`config.mk`:
```
export PLATFORM = sky130hd
export DESIGN_NAME = gmii_tx_arbiter
export DESIGN_NICKNAME = d
export VERILOG_FILES = /design/src/rtl/gmii_tx_arbiter.sv
export SDC_FILE = /design/constraint.sdc
export NUM_CORES = 1
export LEC_CHECK = 0
export BUFFER_PORTS_ARGS = -buffer_cell sky130_fd_sc_hd__buf_4
export CAP_MARGIN = 20
export CORE_UTILIZATION = 55
export CTS_BUF_LIST = sky130_fd_sc_hd__clkbuf_2
export DETAILED_ROUTE_END_ITERATION = 16
export PLACE_DENSITY = 0.91
export SYNTH_ARGS = -nofsm -noshare
export SYNTH_HDL_FRONTEND = slang
export SYNTH_SLANG_ARGS = --single-unit
```
`constraint.sdc`:
```
create_clock -name gmii_tx_clk -period 4.1 [get_ports gmii_tx_clk]
set_input_delay 0 -clock gmii_tx_clk [delete_from_list [all_inputs] [get_ports gmii_tx_clk]]
set_output_delay 0 -clock gmii_tx_clk [all_outputs]
set_load 0.01 [all_outputs]
```
`src/rtl/gmii_tx_arbiter.sv`:
```
// ============================================================================
// Module   : gmii_tx_arbiter
// Purpose  : Frame-granular round-robin arbiter that merges two byte-stream
//            sources onto one GMII transmit port. It enforces a minimum
//            inter-frame gap and marks underruns as GMII errors.
// Revision : 1.0 - initial release
// ============================================================================
`timescale 1ns/1ps
`default_nettype none

module gmii_tx_arbiter #(
  parameter int IFG_BYTES = 12
) (
  input  logic       gmii_tx_clk,
  input  logic       reset,
  input  logic       req0_valid,
  input  logic [7:0] req0_data,
  input  logic       req0_last,
  input  logic       req0_err,
  output logic       req0_ready,
  input  logic       req1_valid,
  input  logic [7:0] req1_data,
  input  logic       req1_last,
  input  logic       req1_err,
  output logic       req1_ready,
  output logic [7:0] gmii_txd,
  output logic       gmii_txen,
  output logic       gmii_txer,
  output logic       grant,
  output logic       busy
);

  typedef enum logic [1:0] {
    S_IDLE = 2'd0,
    S_SEND = 2'd1,
    S_IFG  = 2'd2
  } state_t;

  // The counter is loaded with one less than the gap because the SEND->IFG
  // edge itself accounts for the first idle cycle on the wire.
  localparam logic [7:0] IFG_LOAD = 8'(IFG_BYTES - 1);

  state_t     state_q, state_d;
  logic       grant_q, grant_d;
  logic       last_grant_q, last_grant_d;
  logic [7:0] ifg_cnt_q, ifg_cnt_d;
  logic [7:0] txd_q, txd_d;
  logic       txen_q, txen_d;
  logic       txer_q, txer_d;

  logic       any_req;
  logic       winner;
  logic       g_valid;
  logic [7:0] g_data;
  logic       g_last;
  logic       g_err;

  // Request view and round-robin choice: on a tie the source that did not
  // win last time takes the channel.
  always_comb begin
    any_req = req0_valid | req1_valid;
    winner  = (req0_valid && req1_valid) ? ~last_grant_q : req1_valid;
    g_valid = grant_q ? req1_valid : req0_valid;
    g_data  = grant_q ? req1_data  : req0_data;
    g_last  = grant_q ? req1_last  : req0_last;
    g_err   = grant_q ? req1_err   : req0_err;
  end

  // Next-state and registered-output logic; outputs idle unless sending.
  always_comb begin
    state_d      = state_q;
    grant_d      = grant_q;
    last_grant_d = last_grant_q;
    ifg_cnt_d    = ifg_cnt_q;
    txd_d        = 8'h00;
    txen_d       = 1'b0;
    txer_d       = 1'b0;
    case (state_q)
      S_IDLE: begin
        if (any_req) begin
          state_d      = S_SEND;
          grant_d      = winner;
          last_grant_d = winner;
        end
      end
      S_SEND: begin
        txen_d = 1'b1;
        if (g_valid) begin
          txd_d  = g_data;
          txer_d = g_err;
          if (g_last) begin
            state_d   = S_IFG;
            ifg_cnt_d = IFG_LOAD;
          end
        end else begin
          // Source starved mid-frame: keep the frame open but poison it.
          txer_d = 1'b1;
        end
      end
      S_IFG: begin
        if (ifg_cnt_q != 8'd0) begin
          ifg_cnt_d = ifg_cnt_q - 8'd1;
        end else if (any_req) begin
          state_d      = S_SEND;
          grant_d      = winner;
          last_grant_d = winner;
        end else begin
          state_d = S_IDLE;
        end
      end
      default: state_d = S_IDLE;
    endcase
  end

  // State and output registers; reset makes source 0 win the first contest.
  always_ff @(posedge gmii_tx_clk or posedge reset) begin
    if (reset) begin
      state_q      <= S_IDLE;
      grant_q      <= 1'b0;
      last_grant_q <= 1'b1;
      ifg_cnt_q    <= 8'd0;
      txd_q        <= 8'h00;
      txen_q       <= 1'b0;
      txer_q       <= 1'b0;
    end else begin
      state_q      <= state_d;
      grant_q      <= grant_d;
      last_grant_q <= last_grant_d;
      ifg_cnt_q    <= ifg_cnt_d;
      txd_q        <= txd_d;
      txen_q       <= txen_d;
      txer_q       <= txer_d;
    end
  end

  // Handshake and status are decoded straight from the state register.
  always_comb begin
    req0_ready = (state_q == S_SEND) && !grant_q;
    req1_ready = (state_q == S_SEND) &&  grant_q;
    busy       = (state_q != S_IDLE);
    grant      = grant_q;
    gmii_txd   = txd_q;
    gmii_txen  = txen_q;
    gmii_txer  = txer_q;
  end

endmodule

`default_nettype wire

```
==> results.rst <==
.. list-table::
   :header-rows: 1

   * - Metric
     - Value
   * - Outcome
     - finished clean
   * - Synthesized netlist net count
     - 133
   * - Final nets
     - 194
   * - Chip width
     - 47.10 um
   * - Non-filler cells, final
     - 192
   * - Total Negative Setup Slacks
     - 0 ns
   * - Worst IR drop on VDD
     - 0.4901 mV
   * - Internal reg-to-reg setup slack
     - 1.90 ns
   * - Largest net degree at the start of global routing
     - 23
   * - Clock latency reported for the late side of the worst-skew pair
     - 0.36 ns
   * - Area contributors post-synth
     - sky130_fd_sc_hd__dfrtp_1 47%, sky130_fd_sc_hd__mux2i_1 8.9%, sky130_fd_sc_hd__nor2_1 5.4%
   * - Final worst clock skew
     - 0.01930 ns
   * - Avg Inst Size Synth
     - 10.45 um2
   * - H-tree depth
     - 1
   * - First-pass GRT wire length
     - 5.823 mm
   * - Signed area change from the synthesized netlist to the final layout
     - 47.20%
   * - Setup repair after global routing missed its margin
     - false
   * - Slowest stage delay, CP
     - 0.84 ns
   * - Internal power summed over all cells
     - 533.7 uW
   * - Number of buffers inserted by port buffering
     - 37
   * - Critical Path Slowest Stage Cell
     - sky130_fd_sc_hd__dfrtp_1
   * - Initial antenna violation count
     - 0
   * - Standby leakage power
     - 0.8105 nW
   * - Post-synthesis cell area
     - 1119 um2
   * - Number of iterations in the first detailed-routing pass
     - 5
   * - Number of warnings printed during yosys synthesis
     - 0
   * - Post-synth EDFFs
     - 0
   * - Post-DP HPWL
     - 1.952 mm
   * - Longest Clk Path Bufs
     - 2
   * - Worst-case reg-to-reg path depth
     - 4
   * - GRT overflow
     - 0
   * - Inst Count DP
     - 167
   * - Core Util, Final
     - 90.45%
   * - Num CTS Buffers
     - 3
   * - Initial Util
     - 61.44%
   * - Vias per Instance
     - 6.083
   * - Clk sinks
     - 22
   * - Vias post-DR
     - 1168
   * - Critical path data required time
     - 4.35 ns
   * - Worst Path Max Fanout
     - 16
   * - Chip Height
     - 47.10 um
   * - Count of fill cells added during filler insertion
     - 69
   * - Switch Pwr
     - 378.3 uW
   * - Count of different cell masters after synthesis
     - 36
   * - Clock root buffer master
     - sky130_fd_sc_hd__clkbuf_2
   * - Clock group share of total power
     - 10.6%
   * - Cell class contributing the biggest share of worst-path delay
     - flip-flops
   * - Most common cell after layout, fill and taps aside
     - sky130_fd_sc_hd__buf_4
   * - Gr usage total
     - 39.23%
   * - Post-detailed-route DRC marker count
     - 0
   * - Logic pwr share
     - 48.2%
   * - GP Congestion
     - 0.8524
   * - Number of top-level pins
     - 38
   * - Count of nets left with antenna violations after detail routing
     - 0
   * - Post-Layout Inst Area
     - 1647 um2
   * - Hold path depth
     - 4
   * - Pin slew with the least headroom to its limit
     - 0.8386 ns
   * - Most used cells in the layout excluding fill and tap cells
     - 37 x sky130_fd_sc_hd__buf_4, 21 x sky130_fd_sc_hd__dfrtp_1, 21 x sky130_fd_sc_hd__dlygate4sd3_1
   * - Endpoint class of the critical path
     - register
   * - ANT cells
     - 0
   * - Final Hold Viols
     - 0
   * - Sequential group share of total power
     - 41.2%
   * - Async set-or-reset flop fraction in the synthesized netlist
     - 100.0%
   * - WL per Instance
     - 20.03 um
   * - Worst EP arrival
     - 2.45 ns
   * - Die footprint
     - 2218 um2
   * - Count of final setup violators
     - 0
   * - Post-synthesis register bit count
     - 22
   * - Most area-hungry cell type in the Yosys netlist
     - sky130_fd_sc_hd__dfrtp_1
   * - Instance area at placement
     - 1416 um2
   * - WP depth
     - 4
   * - Synth Flop Type
     - sky130_fd_sc_hd__dfrtp_1
   * - Layout cells sized above 1
     - 30.54%
   * - Final critical path time including I/O delays and setup
     - 2.198 ns
   * - Total wire length after detailed routing
     - 3.846 mm
   * - Number of max-cap violations
     - 0
   * - Initial detailed-routing violation count
     - 34
   * - Critical path buffer and inverter count
     - 0
   * - Switching part of the total
     - 41.48%
   * - Clk slew on worst S/H paths
     - 0.20 ns
   * - Number of instances in the synthesized netlist
     - 107
   * - Pwr Density
     - 553.8 nW/um2
   * - Number of post-CTS setup repair buffers
     - 0
   * - Floorplan core area
     - 1821 um2
   * - Number of pins with negative max-slew slack in the final report
     - 0
   * - Max Clock Freq
     - 0.4549 GHz
   * - Series of cell instances along the critical path
     - nand2_1 -> a211oi_4 -> nor2_1 -> mux2_1
   * - Number of global-route vias before repair
     - 1216
   * - Classification of the worst setup path
     - reg2reg
   * - Class of the tightest hold or removal check
     - in2reg
   * - Max transition margin
     - 44.03%
   * - Crit share post-route
     - 53.62%
   * - Row count
     - 15
   * - Area fraction of the dominant cell type after synthesis
     - 46.98%
   * - Sequential area share after synthesis
     - 49.33%
   * - TritonCTS clock tree
     - built
   * - Startpoint kind of the worst setup timing path
     - register
sequential cells by signal, indices dropped and copies added, names as in the netlist:
register / cells
gmii_txer: 1
gmii_txd: 8
ifg_cnt_q: 8
last_grant_q: 1
gmii_txen: 1
state_q: 2
grant: 1
worst paths after layout:
path                                               start                        to
worst min register to register  ifg_cnt_q[0]$_DFFE_PP0P_  ifg_cnt_q[0]$_DFFE_PP0P_
worst max register to register         grant$_DFFE_PP0P_  ifg_cnt_q[1]$_DFFE_PP0P_
max in group asynchronous                          reset     gmii_txd[1]$_DFF_PP0_
worst min-delay path                           req1_last    state_q[0]$_DFFE_PP0P_
worst max-delay path                   grant$_DFFE_PP0P_  ifg_cnt_q[1]$_DFFE_PP0P_
min in group asynchronous                          reset     gmii_txd[0]$_DFF_PP0_
layer usage:
| layer | up-vias | GRT usage (%) | part of all wire (%) |
|---|---|---|---|
| met2 | 80 | 66.67 | 51 |
| li1 | 493 | - | - |
| met1 | 568 | 45.05 | 37 |
| met4 | 0 | 26.29 | 5.1 |
| met5 | - | 0 | 0 |
| met3 | 27 | 6.923 | 7.0 |
synth_stat cells, drive strengths merged (3+ instances only):
cell type	number
dfrtp	21
nor2	16
mux2i	10
inv	8
nand2	7
o21ai	5
a211oi	3
a21oi	3
nand2b	3
nor3	3
cells by family after synthesis:
group                    share of synthesized area (%)
AND/OR/NAND/NOR                                  20.36
flip-flops                                       49.33
AO/OA/AOI/OAI                                    12.86
multiplexers                                     9.956
buffers and inverters                            3.691
XOR/XNOR                                         1.566
adder cells (fa/ha/maj)                          2.237
area by class of cell:
cell class,count,area [um2],share of cell area [%]
inverter,8,30.03,1.824
sequential,22,551.8,33.51
timing repair buffer,58,488.0,29.64
tap,25,31.28,1.900
multi-input combinational,75,525.5,31.91
clock buffer,4,20.02,1.216
power by group through the flow:
stage	clock network, mW	logic [mW]	registers (mW)
after floorplan	0	0.225	0.349
after global placement	0	0.342	0.359
after detailed placement	0	0.352	0.367
after CTS	0.0925	0.401	0.362
after global routing	0.102	0.464	0.382
final	0.0966	0.440	0.376
worst min-delay path: stages:
cell                      delay (ns)
sky130_fd_sc_hd__buf_4          0.09
sky130_fd_sc_hd__nand3_1        0.09
sky130_fd_sc_hd__o21ai_0        0.10
sky130_fd_sc_hd__o32ai_1        0.09
repair_timing:
action	CTS	global route
endpoints found under the hold margin	33	0
hold buffers	21	0
resized for setup	0	0
per-stage QoR:
step                power, mW  setup WS, ns  hold WS [ns]
floorplan              0.5735         2.437      -0.01152
global placement       0.7007         2.196        0.2060
detailed placement     0.7183         2.078        0.2050
CTS                    0.8556         2.032       0.02239
global route           0.9482         1.850       0.03997
finish                 0.9120         1.902       0.04576
Power figures use the tool's default switching activity.
